==> src/rtl/irq_pending_latch.sv <==
// Request-capture stage: latches request events as pending bits, feeds the masked
// vector to an external priority encoder and serves one index at a time over valid/ack.
module irq_pending_latch #(
  parameter bit EDGE = 1'b1
) (
  input  logic       clk,
  input  logic       rst_n,
  input  logic [7:0] irq_in,
  input  logic [7:0] mask,
  output logic [7:0] pend_out,
  input  logic [2:0] enc_y,
  output logic       irq_valid,
  output logic [2:0] irq_idx,
  input  logic       irq_ack,
  output logic [7:0] overrun
);

  localparam int unsigned NCH = 8;
  localparam int unsigned IW  = 3;

  typedef enum logic [1:0] {
    ST_IDLE    = 2'd0,
    ST_PRESENT = 2'd1,
    ST_GAP     = 2'd2
  } state_e;

  state_e           state_q, state_d;
  logic [NCH-1:0]   pending_q, pending_d;
  logic [NCH-1:0]   prev_q;
  logic [NCH-1:0]   overrun_q, overrun_d;
  logic [IW-1:0]    idx_q, idx_d;
  logic             valid_q, valid_d;
  logic [NCH-1:0]   event_c;
  logic [NCH-1:0]   clear_c;

  // Event detection and pending/overrun bookkeeping; a same-cycle event beats the ack clear.
  always_comb begin
    event_c   = EDGE ? (irq_in & ~prev_q) : irq_in;
    clear_c   = '0;
    if (state_q == ST_PRESENT && irq_ack) begin
      clear_c = NCH'(1) << idx_q;
    end
    pending_d = (pending_q & ~clear_c) | event_c;
    overrun_d = (overrun_q & ~(clear_c & ~event_c)) | (event_c & pending_q & ~clear_c);
  end

  // Presentation FSM: IDLE -> PRESENT until ack -> one GAP cycle for the encoder to settle.
  always_comb begin
    state_d = state_q;
    idx_d   = idx_q;
    valid_d = valid_q;
    unique case (state_q)
      ST_IDLE: begin
        valid_d = 1'b0;
        if (pend_out != '0) begin
          idx_d   = enc_y;
          valid_d = 1'b1;
          state_d = ST_PRESENT;
        end
      end
      ST_PRESENT: begin
        valid_d = 1'b1;
        if (irq_ack) begin
          valid_d = 1'b0;
          state_d = ST_GAP;
        end
      end
      ST_GAP: begin
        valid_d = 1'b0;
        state_d = ST_IDLE;
      end
      default: begin
        valid_d = 1'b0;
        state_d = ST_IDLE;
      end
    endcase
  end

  always_ff @(posedge clk or negedge rst_n) begin
    if (!rst_n) begin
      state_q   <= ST_IDLE;
      pending_q <= '0;
      prev_q    <= '0;
      overrun_q <= '0;
      idx_q     <= '0;
      valid_q   <= 1'b0;
    end else begin
      state_q   <= state_d;
      pending_q <= pending_d;
      prev_q    <= irq_in;
      overrun_q <= overrun_d;
      idx_q     <= idx_d;
      valid_q   <= valid_d;
    end
  end

  assign pend_out  = pending_q & mask;
  assign irq_valid = valid_q;
  assign irq_idx   = idx_q;
  assign overrun   = overrun_q;

endmodule

==> config.mk <==
export PLATFORM = sky130hd
export DESIGN_NAME = irq_pending_latch
export DESIGN_NICKNAME = d
export VERILOG_FILES = /design/src/rtl/irq_pending_latch.sv
export SDC_FILE = /design/constraint.sdc
export NUM_CORES = 1
export LEC_CHECK = 0
export ABC_AREA = 1
export ABC_CLOCK_PERIOD_IN_PS = 1450
export BUFFER_PORTS_ARGS = -buffer_cell sky130_fd_sc_hd__buf_2
export CAP_MARGIN = 30
export CORE_MARGIN = 2
export CORE_UTILIZATION = 49
export CTS_CLUSTER_DIAMETER = 150
export DETAILED_ROUTE_END_ITERATION = 8
export GPL_TIMING_DRIVEN = 1
export PLACE_DENSITY_LB_ADDON = 0.2
export SLEW_MARGIN = 15
export SYNTH_ARGS = -nofsm -noshare
export SYNTH_HDL_FRONTEND = slang
export SYNTH_SLANG_ARGS = --single-unit
==> constraint.sdc <==
create_clock -name clk -period 1.45 [get_ports clk]
set_input_delay 0.2175 -clock clk [delete_from_list [all_inputs] [get_ports clk]]
set_output_delay 0.2175 -clock clk [all_outputs]
set_load 0.01 [all_outputs]
==> results.tsv <==
metric	value	unit
syn_inst	159	
globalRouteOverflowTotal	0	
clock_latency	320	ps
finalCritPeriodShare	84.9	%
crit_type	register to output port	
numPortBuffers	41	
relSlewSlack	56.2	%
finalSetupViolCount	0	
max_freq	812	MHz
netlist_area	1290	um2
fin_nets	237	
avgRoutedWirePerCell	10.2	um
rows	18	
clk_pin_slew_worst_paths	90	ps
ioPinCount	42	
grt_pass1_wl	4510	um
synth_area_per_cell	8.13	um2
first_pass_iters	4	
drt-initial-drc-count	32	
yosysMostFrequentCell	nand2_1	
area_growth	28.9	%
clockBufferDepth	2	
yosys.area_share.simple	32.7	%
synth_compound_area_share	0.774	%
die_area	3060	um2
synthMuxAreaShare	0	%
fin_area	1670	um2
die_y	55.4	um
path_max_fanout	3	
synth_top_area_share	58.1	%
synth_area_leaders	dfrtp_1, nand2_1, inv_1	
synth_top_cell_by_area	dfrtp_1	
ant_nets	0	
h-tree-depth	2	
yosys.area_share.adder	0	%
tightest_slew	657	ps
coreArea	2500	um2
fin_skew	4.53	ps
cap_violations	0	
n_antenna_cell	0	
synth_xor_area_share	0	%
required	1230	ps
critPathLaunchType	register	
cts_root_buf	clkbuf_4	
wl	2490	um
drcViolationCount	0	
postPlaceCellArea	1540	um2
grt_max_degree	31	
grt.total_usage	18.8	%
ys_seq_elements	30	
total_power	2.57	mW
worstPathArrival	1010	ps
layout_min_cycle_time	1230	ps
p_leak	0.929	nW
synthTopCellsByCount	nand2_1, dfrtp_1, inv_1	
cts_sinks	30	
layout-drive-gt1-share	23.4	%
async_flop_share	100	%
die_w	55.4	um
synth_edf_count	0	
place_hpwl	1860	um
via_per_inst	4.57	
ir_drop	1.08	mV
ys_seq_area_share	58.1	%
hold_class	primary input to register	
synth_ff_type	dfrtp_1	
ys_types	9	
cts_tree	yes	
slew_viol_final	0	
status	finished, final reports clean	
cts_buffers	5	
start_util	51.7	%
grt_pass1_vias	1092	
vias	1115	
rsz0062_at_grt	false	
gp_congestion	0.763	
synth_fp_nets	181	
yosys_warnings	0	
tns	0	ps
critPathCaptureType	output port	
synth_top_family_by_area	simple AND/OR/NAND/NOR gates	
hold_viol	0	
cts_resized	0	
antenna_found_initial	0	
power_density	1540	nW/um2
[worst max-delay path, stage by stage (launching register included)]
cell and delay [ps]:
dfrtp_1 410, nand2_1 110, inv_1 50, buf_2 130
[timing repair]
| action | in CTS | in global routing |
|---|---|---|
| hold endpoints to repair | 34 | 3 |
| hold buffers | 5 | 3 |
| buffers inserted | 0 | 0 |
[cell type report]
| type | instances | area, um2 |
|---|---|---|
| inverters | 29 | 109 |
| flip-flops and latches | 30 | 751 |
| well taps | 30 | 37.5 |
| repair buffers | 49 | 285 |
| multi-input cells | 100 | 433 |
| fillers | 213 | 833 |
| clock buffers | 6 | 51.3 |
[per-stage QoR]
stage | setup slack, ps | util [%] | hold slack, ps | cells
floorplan | 438 | - | -78.1 | 159
global placement | 323 | 61.4 | 290 | 230
detailed placement | 290 | 61.4 | 298 | 230
CTS | 228 | 65.5 | 0.0106 | 241
global route | 94.4 | 66.7 | 0.534 | 244
finish | 219 | 66.7 | 10.7 | 244
[flip-flops by register name (all words and copies together), names as in the netlist]
name and flops:
irq_idx 3, irq_valid 1, overrun 8, pending_q 8, prev_q 8, state_q 2
[layer usage]
layer  global-route usage [%]  part of all wire [%]  routed length [um]
met1                     22.9                    47                1170
met2                     29.4                    45                1110
met3                     5.85                   5.8                 144
met4                     10.8                   2.6                  65
met5                        0                     0                   0
[worst paths after layout]
kind                                             start                      to  slack, ps  depth (start not counted)
worst min register to register    overrun[0]$_DFF_PN0_    overrun[0]$_DFF_PN0_        470                          2
worst min-delay path                         irq_in[5]     prev_q[5]$_DFF_PN0_         10                          1
worst max register to register  pending_q[0]$_DFF_PN0_     irq_valid$_DFF_PN0_        280                          6
min in group asynchronous                        rst_n     prev_q[4]$_DFF_PN0_        440                          2
max in group asynchronous                        rst_n  state_q[1]$_DFFE_PN0P_        570                          2
worst max-delay path            pending_q[0]$_DFF_PN0_             pend_out[0]        220                          3
[cell families after synthesis]
kind of cell	after synthesis
compound gates	2
buf+inv	29
flops	30
simple gates	98
[power by group]
part / leakage (nW) / internal (mW) / switching [mW]
combinational: 0.585 / 0.330 / 0.526
clock: 0.0302 / 0.218 / 0.264
sequential: 0.314 / 1.06 / 0.176
[cell usage in the layout, fill, tap and decap left out]
master          n
nor2_4          2
buf_2          41
o21ai_0         2
inv_1          29
nand2_1        63
nand3b_1        1
nor2_1         13
nand3_4         1
clkbuf_4        5
clkbuf_8        1
nand3_1        18
dfrtp_1        30
dlygate4sd3_1   8
(Power assumes the default switching activity.)
